`config.mk`:
```
export PLATFORM = sky130hd
export DESIGN_NAME = cache_mem_responder
export DESIGN_NICKNAME = d
export VERILOG_FILES = /design/src/rtl/cpu_types_pkg.sv /design/src/rtl/resp_arbiter_fsm.sv /design/src/rtl/cache_mem_responder.sv
export SDC_FILE = /design/constraint.sdc
export NUM_CORES = 1
export LEC_CHECK = 0
export ABC_AREA = 1
export CELL_PAD_IN_SITES_DETAIL_PLACEMENT = 0
export CELL_PAD_IN_SITES_GLOBAL_PLACEMENT = 2
export CORE_ASPECT_RATIO = 0.6
export CORE_MARGIN = 8
export CORE_UTILIZATION = 10
export CTS_BUF_LIST = sky130_fd_sc_hd__clkbuf_4 sky130_fd_sc_hd__clkbuf_8
export CTS_CLUSTER_SIZE = 16
export DETAILED_ROUTE_END_ITERATION = 16
export PLACE_DENSITY = 0.95
export SYNTH_ARGS = -nofsm -noshare
export SYNTH_HDL_FRONTEND = slang
export SYNTH_SLANG_ARGS = --single-unit
```
`constraint.sdc`:
```
create_clock -name CLK -period 2.4 [get_ports CLK]
set_input_delay 0.48 -clock CLK [delete_from_list [all_inputs] [get_ports CLK]]
set_output_delay 0.48 -clock CLK [all_outputs]
set_load 0.05 [all_outputs]
```
`src/rtl/cpu_types_pkg.sv`:
```
// rtl/cpu_types_pkg.sv - shared CPU/memory types and responder defaults
package cpu_types_pkg;

    typedef logic [31:0] word_t;

    typedef enum logic [1:0] {
        FREE   = 2'd0,
        BUSY   = 2'd1,
        ACCESS = 2'd2,
        ERROR  = 2'd3
    } ramstate_t;

    typedef enum logic [1:0] {
        IDLE   = 2'd0,
        IGRANT = 2'd1,
        DGRANT = 2'd2,
        DLOCK  = 2'd3
    } resp_state_t;

    localparam int STARVE_MAX_DEF = 4;
    localparam int LOCK_HOLD_DEF  = 2;

endpackage

```
`src/rtl/resp_arbiter_fsm.sv`:
```
// rtl/resp_arbiter_fsm.sv - icache/dcache grant FSM with starvation and block-lock counters
module resp_arbiter_fsm
    import cpu_types_pkg::*;
#(
    parameter int STARVE_MAX = STARVE_MAX_DEF,
    parameter int LOCK_HOLD  = LOCK_HOLD_DEF
) (
    input  logic        CLK,
    input  logic        nRST,
    input  logic        iREN,
    input  logic        dREN,
    input  logic        dWEN,
    input  logic        blk_word,
    input  ramstate_t   ramstate,
    output resp_state_t state
);

    localparam int SW = $clog2(STARVE_MAX + 1);
    localparam int HW = (LOCK_HOLD > 1) ? $clog2(LOCK_HOLD) : 1;

    resp_state_t   next_state;
    logic [SW-1:0] starve_cnt, starve_nxt;
    logic [HW-1:0] hold_cnt, hold_nxt;
    logic          dreq;
    logic          access;

    assign dreq   = dREN | dWEN;
    assign access = (ramstate == ACCESS);

    always_ff @(posedge CLK or negedge nRST) begin
        if (!nRST) begin
            state      <= IDLE;
            starve_cnt <= '0;
            hold_cnt   <= '0;
        end else begin
            state      <= next_state;
            starve_cnt <= starve_nxt;
            hold_cnt   <= hold_nxt;
        end
    end

    always_comb begin
        next_state = state;
        starve_nxt = starve_cnt;
        hold_nxt   = hold_cnt;
        case (state)
            IDLE: begin
                hold_nxt = '0;
                if (iREN && starve_cnt == SW'(STARVE_MAX)) next_state = IGRANT;
                else if (dreq)                             next_state = DGRANT;
                else if (iREN)                             next_state = IGRANT;
            end
            IGRANT: begin
                if (!iREN) begin
                    next_state = IDLE;
                end else if (access) begin
                    next_state = IDLE;
                    starve_nxt = '0;
                end
            end
            DGRANT: begin
                hold_nxt = '0;
                if (!dreq) begin
                    next_state = IDLE;
                end else if (access) begin
                    // first word of a block keeps the port for the second word
                    next_state = blk_word ? IDLE : DLOCK;
                    if (!iREN)                              starve_nxt = '0;
                    else if (starve_cnt != SW'(STARVE_MAX)) starve_nxt = starve_cnt + 1'b1;
                end
            end
            DLOCK: begin
                if (dreq) begin
                    next_state = DGRANT;
                    hold_nxt   = '0;
                end else if (hold_cnt == HW'(LOCK_HOLD - 1)) begin
                    next_state = IDLE;
                    hold_nxt   = '0;
                end else begin
                    hold_nxt = hold_cnt + 1'b1;
                end
            end
            default: next_state = IDLE;
        endcase
    end

endmodule

```
`src/rtl/cache_mem_responder.sv`:
```
// rtl/cache_mem_responder.sv - arbitrates icache/dcache requests onto a single RAM port
module cache_mem_responder
    import cpu_types_pkg::*;
#(
    parameter int STARVE_MAX = STARVE_MAX_DEF,
    parameter int LOCK_HOLD  = LOCK_HOLD_DEF
) (
    input  logic      CLK,
    input  logic      nRST,
    input  logic      iREN,
    input  word_t     iaddr,
    output logic      iwait,
    output word_t     iload,
    input  logic      dREN,
    input  logic      dWEN,
    input  word_t     daddr,
    input  word_t     dstore,
    output logic      dwait,
    output word_t     dload,
    output logic      ramREN,
    output logic      ramWEN,
    output word_t     ramaddr,
    output word_t     ramstore,
    input  word_t     ramload,
    input  ramstate_t ramstate
);

    resp_state_t grant;

    resp_arbiter_fsm #(
        .STARVE_MAX (STARVE_MAX),
        .LOCK_HOLD  (LOCK_HOLD)
    ) u_fsm (
        .CLK      (CLK),
        .nRST     (nRST),
        .iREN     (iREN),
        .dREN     (dREN),
        .dWEN     (dWEN),
        .blk_word (daddr[2]),
        .ramstate (ramstate),
        .state    (grant)
    );

    // Strobes follow the live request so a dropped request releases the port at once.
    always_comb begin
        iwait    = 1'b1;
        dwait    = 1'b1;
        iload    = '0;
        dload    = '0;
        ramREN   = 1'b0;
        ramWEN   = 1'b0;
        ramaddr  = '0;
        ramstore = '0;
        case (grant)
            IGRANT: begin
                ramREN  = iREN;
                ramaddr = iaddr;
                if (iREN && ramstate == ACCESS) begin
                    iwait = 1'b0;
                    iload = ramload;
                end
            end
            DGRANT: begin
                ramWEN   = dWEN;
                ramREN   = dREN & ~dWEN;
                ramaddr  = daddr;
                ramstore = dstore;
                if ((dREN | dWEN) && ramstate == ACCESS) begin
                    dwait = 1'b0;
                    dload = dWEN ? '0 : ramload;
                end
            end
            default: ;
        endcase
    end

endmodule

```
==> results of run 1 <==
## worst min path at each step
stage	cells past startpoint	startpoint	end	slack (ps)
global placement	2	u_fsm.hold_cnt	u_fsm.hold_cnt	480
global route	1	nRST	u_fsm.starve_cnt[1]	530
CTS	1	nRST	u_fsm.starve_cnt[1]	510
detailed placement	2	u_fsm.hold_cnt	u_fsm.hold_cnt	500
finish	2	u_fsm.hold_cnt	u_fsm.hold_cnt	500
floorplan	0	nRST	u_fsm.hold_cnt	180
## area by class of cell
type | count | area share
well taps | 240 | 0.0488
flip-flops and latches | 6 | 0.0244
inverters | 79 | 0.0486
multi-input cells | 260 | 0.201
repair buffers | 280 | 0.670
clock buffers | 3 | 0.00671
## sequential cells by signal, summed over array words and instances, names as in the netlist
name              flops
u_fsm.state           2
u_fsm.hold_cnt        1
u_fsm.starve_cnt      3
## metal layers
metal | GRT usage | routed length [um] | vias to the layer above
met2 | 0.171 | 5670 | 136
met1 | 0.120 | 5030 | 1318
li1 | - | - | 1578
met4 | 0.00875 | 10 | 0
met5 | 0 | 0 | -
met3 | 0.0284 | 907 | 2
## worst max-delay path, stage by stage
cell and delay, ps:
clkdlybuf4s50_1 440, buf_4 160, nor2_4 120, nand2_4 220
nor2_1 280, buf_12 170
## cells in the final DEF (no fill, tap or decap), types with 6 or more instances in the layout
cell / Yosys / layout
ha_1: 7 / 6
dfrtp_1: 6 / 6
nor2_1: 59 / 47
buf_12: 0 / 135
inv_1: 76 / 76
nand2_1: 125 / 125
a21oi_1: 33 / 32
clkdlybuf4s50_1: 0 / 134
nor2_2: 10 / 22
nand3_1: 11 / 11
buf_4: 2 / 11
## kinds of logic after synthesis
| group | count (synthesis) | synth area share |
|---|---|---|
| buffers and inverters | 100 | 0.248 |
| adder cells (fa/ha/maj) | 7 | 0.0486 |
| AO/OA/AOI/OAI | 36 | 0.104 |
| flip-flops | 6 | 0.0834 |
| AND/OR/NAND/NOR | 216 | 0.511 |
| XOR/XNOR | 1 | 0.00487 |
## what timing repair did
action	in CTS	in global routing
endpoints found under the setup margin	12	39
gates resized for setup	2	12
cloned	0	0
hold buffers	0	0
## metrics by stage
step	util	cells	TNS (ps)	total power, mW
5_1_grt	0.345	868	-801	5.82
6_report	0.345	868	0	5.49
3_3_place_gp	0.341	865	0	5.38
3_5_place_dp	0.341	865	0	5.40
4_1_cts	0.344	868	0	5.57
2_1_floorplan	-	366	0	2.78
## power groups by stage
| stage | registers [mW] | logic (mW) | clock network (mW) |
|---|---|---|---|
| 3_5_place_dp | 0.162 | 5.23 | 0 |
| 5_1_grt | 0.165 | 5.49 | 0.161 |
| 3_3_place_gp | 0.163 | 5.21 | 0 |
| 2_1_floorplan | 0.156 | 2.63 | 0 |
| 4_1_cts | 0.161 | 5.26 | 0.154 |
| 6_report | 0.162 | 5.18 | 0.148 |
==> reports/qor.csv, run 1 <==
stage,metric,value,unit
route,ant_nets,0,
power_and_ir_drop,p_leak,2.84,nW
synthesis,synth_common_cells,"125 x nand2_1, 76 x inv_1, 59 x nor2_1",
placed_design,dp_slack,0.797,ps
sta,hold_ws,497,ps
finish,final_layout_size_suffix_gt1_frac,0.298,
synthesis,synth_seq_area_share,0.0834,
setup_path,path_class,input port to primary output,
synthesis,yosys-top-cells-area,"nand2_1 26%, inv_1 16%, nor2_1 12%, a21oi_1 9.2%, dfrtp_1 8.3%",
finish,fin_area,6160,um2
floorplan,initial_core_util,0.101,
global_routing,grt_max_degree,35,
sta,relSlewSlack,0.749,
sta,slew_viol_final,0,
min_path,hp-class,flip-flop to flip-flop,
route,wl_per_cell,13.4,um
setup_path,r2r_slack,760,ps
setup_path,crit_path_end,iload[25],
clocking,path_clk_slew,40,ps
synthesis,synth.largest_area_cell,nand2_1,
global_routing,antenna_found_initial,0,
clocking,clk_path_buf_depth,2,
finish,multi_input_area,1240,um2
synthesis,yosysUniqueCellTypes,21,
placed_design,placed_area,6080,um2
clocking,cts_tree,yes,
synthesis,synth_most_common_cell,nand2_1,
placed_design,gp_congestion,0.759,
clocking,cts.sinks,6,
sta,tightestPinTransition,376,ps
route,drc,0,
floorplan,rows,38,
placed_design,dp_hpwl,10400,um
synthesis,yosysWarnings,0,
route,vias,3034,
sta,min_period,2370,ps
global_routing,grt_pass1_vias,3148,
route,first_pass_iters,4,
sta,grt_setup_unrepaired,yes,
sta,finClkSkew,0.313,ps
setup_path,start_kind,input port,
synthesis,synth.avg_cell_area,4.92,um2
clocking,post_cts_buffers,0,
sta,finalWorstSetupSlack,32.5,ps
finish,fill_cells,1837,
route,routed_wl,11600,um
power_and_ir_drop,internal_power,2.46,mW
global_routing,grt_usage,0.0969,
setup_path,rr_endpoint,u_fsm.state[0],
sta,setup_viol,0,
route,drtIter0Drc,94,
synthesis,synthCells,366,
synthesis,syn-cell-area,1800,um2
setup_path,crit_arrival,1890,ps
floorplan,die_width,189,um
power_and_ir_drop,swShare,0.551,
setup_path,startpoint,ramstate[0],
clocking,cts.htree.levels,1,
floorplan,core,17800,um2
sta,hold_viol,0,
clocking,cts_buffers,3,
synthesis,synth.net_count,508,
power_and_ir_drop,p_seq_frac,0.029,
setup_path,rr_worst_depth,10,
clocking,clockRootBuffer,clkbuf_8,
run,maxCapViolations,0,
power_and_ir_drop,clkPwrFrac,0.027,
power_and_ir_drop,p_sw,3.03,mW
sta,min_period_over_period,0.986,
global_routing,grt_overflow_total,0,
setup_path,cp.required,1920,ps
synthesis,synthArstFlopShare,1.00,
clocking,clk_latency,220,ps
setup_path,cp_max_fo,33,
finish,finalNetCount,772,
finish,seq_area,150,um2
power_and_ir_drop,vdd_drop_max,413,uV
route,via_per_inst,3.50,
sta,clock.fmax,422,MHz
synthesis,synth_edf_count,0,
finish,syn_to_final_growth,242,%
synthesis,ys.flop_type,dfrtp_1,
floorplan,fp.dieH,120,um
synthesis,synth_seq_cells,6,
synthesis,yosys.area.top_type_share,0.261,
floorplan,io_pins,267,
global_routing,grt_first_pass_wirelength,18000,um
setup_path,r2r-start,u_fsm.state[0],
run_status,outcome,"complete, no violations",
power_and_ir_drop,power_density,892,nW/um2
power_and_ir_drop,combPwrFrac,0.944,
placed_design,port_buffers,266,
setup_path,worstSetupEndpointType,primary output,
finish,n_antenna_cell,0,
floorplan,dieArea,22700,um2
(Power assumes the default switching activity.)
==> run 2, diff against run 1 <==
Settings changed: MAX_ROUTING_LAYER set to met4.
==> reports/qor.csv, run 2 (same netlist as run 1, synthesis figures left out) <==
stage,metric,value,unit,change
run_status,outcome,"complete, no violations",,
clocking,clk_path_buf_depth,2,,unchanged
setup_path,slowest_delay,440,ps,about the same
clocking,path_clk_slew,40,ps,about the same
finish,biggestRegsByFlops,"u_fsm.starve_cnt x3, u_fsm.state x2, u_fsm.hold_cnt x1",,
setup_path,r2r_slack,760,ps,about the same
setup_path,crit_buf_inv,3,,unchanged
setup_path,start_kind,input port,,
floorplan,core,17800,um2,unchanged
setup_path,crit_family,buffers and inverters,,
clocking,clockRootBuffer,clkbuf_8,,
sta,hold_viol,0,,unchanged
route,vias,3038,,+0.13%
floorplan,dieArea,22700,um2,unchanged
global_routing,grt_max_degree,35,,unchanged
placed_design,gp_congestion,0.768,,+1.3%
finish,final_cell_mix,"135 x buf_12, 134 x clkdlybuf4s50_1, 125 x nand2_1",,
global_routing,grt_usage,0.0996,,+0.00274
route,drc,0,,unchanged
finish,largest_reg_flops,3,,unchanged
floorplan,io_pins,267,,unchanged
power_and_ir_drop,vdd_drop_max,416,uV,+0.67%
clocking,clk_latency,220,ps,about the same
setup_path,worstSetupEndpointType,primary output,,
global_routing,grt_overflow_total,0,,unchanged
setup_path,path_class,input port to primary output,,
sta,finalWorstSetupSlack,33.5,ps,+0.925 ps
sta,setup_viol,0,,unchanged
finish,final_common_cell,buf_12,,
finish,regMostFlops,u_fsm.starve_cnt,,
route,first_pass_iters,4,,unchanged
finish,fill_cells,1837,,unchanged
setup_path,cp_max_fo,33,,unchanged
clocking,cts_tree,yes,,
placed_design,dp_slack,0.797,ps,unchanged
global_routing,antenna_found_initial,0,,unchanged
finish,syn_to_final_growth,241,%,
setup_path,crit_arrival,1890,ps,about the same
finish,finalNetCount,772,,unchanged
setup_path,cp_slowest_cell,clkdlybuf4s50_1,,
route,routed_wl,11600,um,-0.19%
global_routing,grt_pass1_vias,3162,,+0.44%
placed_design,port_buffers,266,,unchanged
clocking,cts_buffers,3,,unchanged
floorplan,fp.dieH,120,um,unchanged
setup_path,cp.required,1920,ps,about the same
placed_design,dp_hpwl,10400,um,unchanged
floorplan,rows,38,,unchanged
sta,min_period_over_period,0.986,,about the same
power_and_ir_drop,power_density,893,nW/um2,+0.17%
sta,relSlewSlack,0.749,,about the same
finish,final_layout_size_suffix_gt1_frac,0.291,,-0.00637
power_and_ir_drop,p_leak,2.84,nW,about the same
route,ant_nets,0,,unchanged
route,via_per_inst,3.50,,+0.13%
route,wl_per_cell,13.4,um,-0.19%
sta,hold_ws,497,ps,unchanged
run,maxCapViolations,0,,unchanged
clocking,post_cts_buffers,0,,unchanged
setup_path,crit_chain,"clkdlybuf4s50_1, buf_4, nor2_4, nand2_4, nor2_1, buf_12",,
sta,grt_setup_unrepaired,yes,,
clocking,cts.sinks,6,,unchanged
sta,min_period,2370,ps,-0.925 ps
finish,n_antenna_cell,0,,unchanged
sta,tightestPinTransition,377,ps,+0.593 ps
clocking,cts.htree.levels,1,,unchanged
sta,slew_viol_final,0,,unchanged
global_routing,grt_first_pass_wirelength,17900,um,-0.35%
min_path,hp-class,flip-flop to flip-flop,,
floorplan,initial_core_util,0.101,,unchanged
floorplan,die_width,189,um,unchanged
route,drtIter0Drc,93,,-1.1%
sta,finClkSkew,0.313,ps,unchanged
sta,clock.fmax,423,MHz,about the same
-- run 2: cell counts in the layout (fill, tap and decap cells not counted) --
Identical to the previous run, type by type.
-- run 2: layout make-up --
class                      instances  area, um2  share of cell area
timing repair buffer             280       4130               0.671
multi-input combinational        260       1230               0.200
tap                              240        300              0.0488
inverter                          79        299              0.0486
sequential                         6        150              0.0244
clock buffer                       3       41.3             0.00672
-- run 2: per-stage QoR --
| step | std cells | util | power (mW) | area, um2 | TNS, ps |
|---|---|---|---|---|---|
| floorplan | 366 | - | 2.78 | 1800 | 0 |
| global placement | 865 | 0.341 | 5.38 | 6080 | 0 |
| detailed placement | 865 | 0.341 | 5.40 | 6080 | 0 |
| CTS | 868 | 0.344 | 5.57 | 6130 | 0 |
| global route | 868 | 0.345 | 5.81 | 6150 | -749 |
| finish | 868 | 0.345 | 5.49 | 6150 | 0 |
-- run 2: per-layer routing --
layer | wire length, um | global-route usage | part of all wire
met1 | 5230 | 0.124 | 0.45
met2 | 5650 | 0.171 | 0.49
met3 | 705 | 0.0206 | 0.061
met4 | 10 | 0.00875 | 0.00086
met5 | 0 | - | 0
-- run 2: path summary, 6_finish.rpt --
kind                                start             endpoint  depth (start not counted)
max                           ramstate[0]            iload[25]                          6
max reg2reg                u_fsm.state[0]       u_fsm.state[0]                         10
min                        u_fsm.hold_cnt       u_fsm.hold_cnt                          2
min in group asynchronous            nRST  u_fsm.starve_cnt[1]                          1
max in group asynchronous            nRST       u_fsm.state[1]                          1
min reg2reg                u_fsm.hold_cnt       u_fsm.hold_cnt                          2
-- run 2: where the power goes --
part | internal (mW) | switching, mW | total, mW
registers | 0.132 | 0.0296 | 0.162
logic | 2.22 | 2.96 | 5.18
clock network | 0.108 | 0.0408 | 0.148
total | 2.46 | 3.03 | 5.49
-- run 2: timing repair --
item,CTS,global route
endpoints found under the setup margin,12,37
hold buffers,0,0
resized for setup,2,8
-- run 2: tightest hold or removal path, cell delays in order (launching register included) --
cell and delay [ps]:
dfrtp_1 340, nand2_1 50, o21ai_0 70
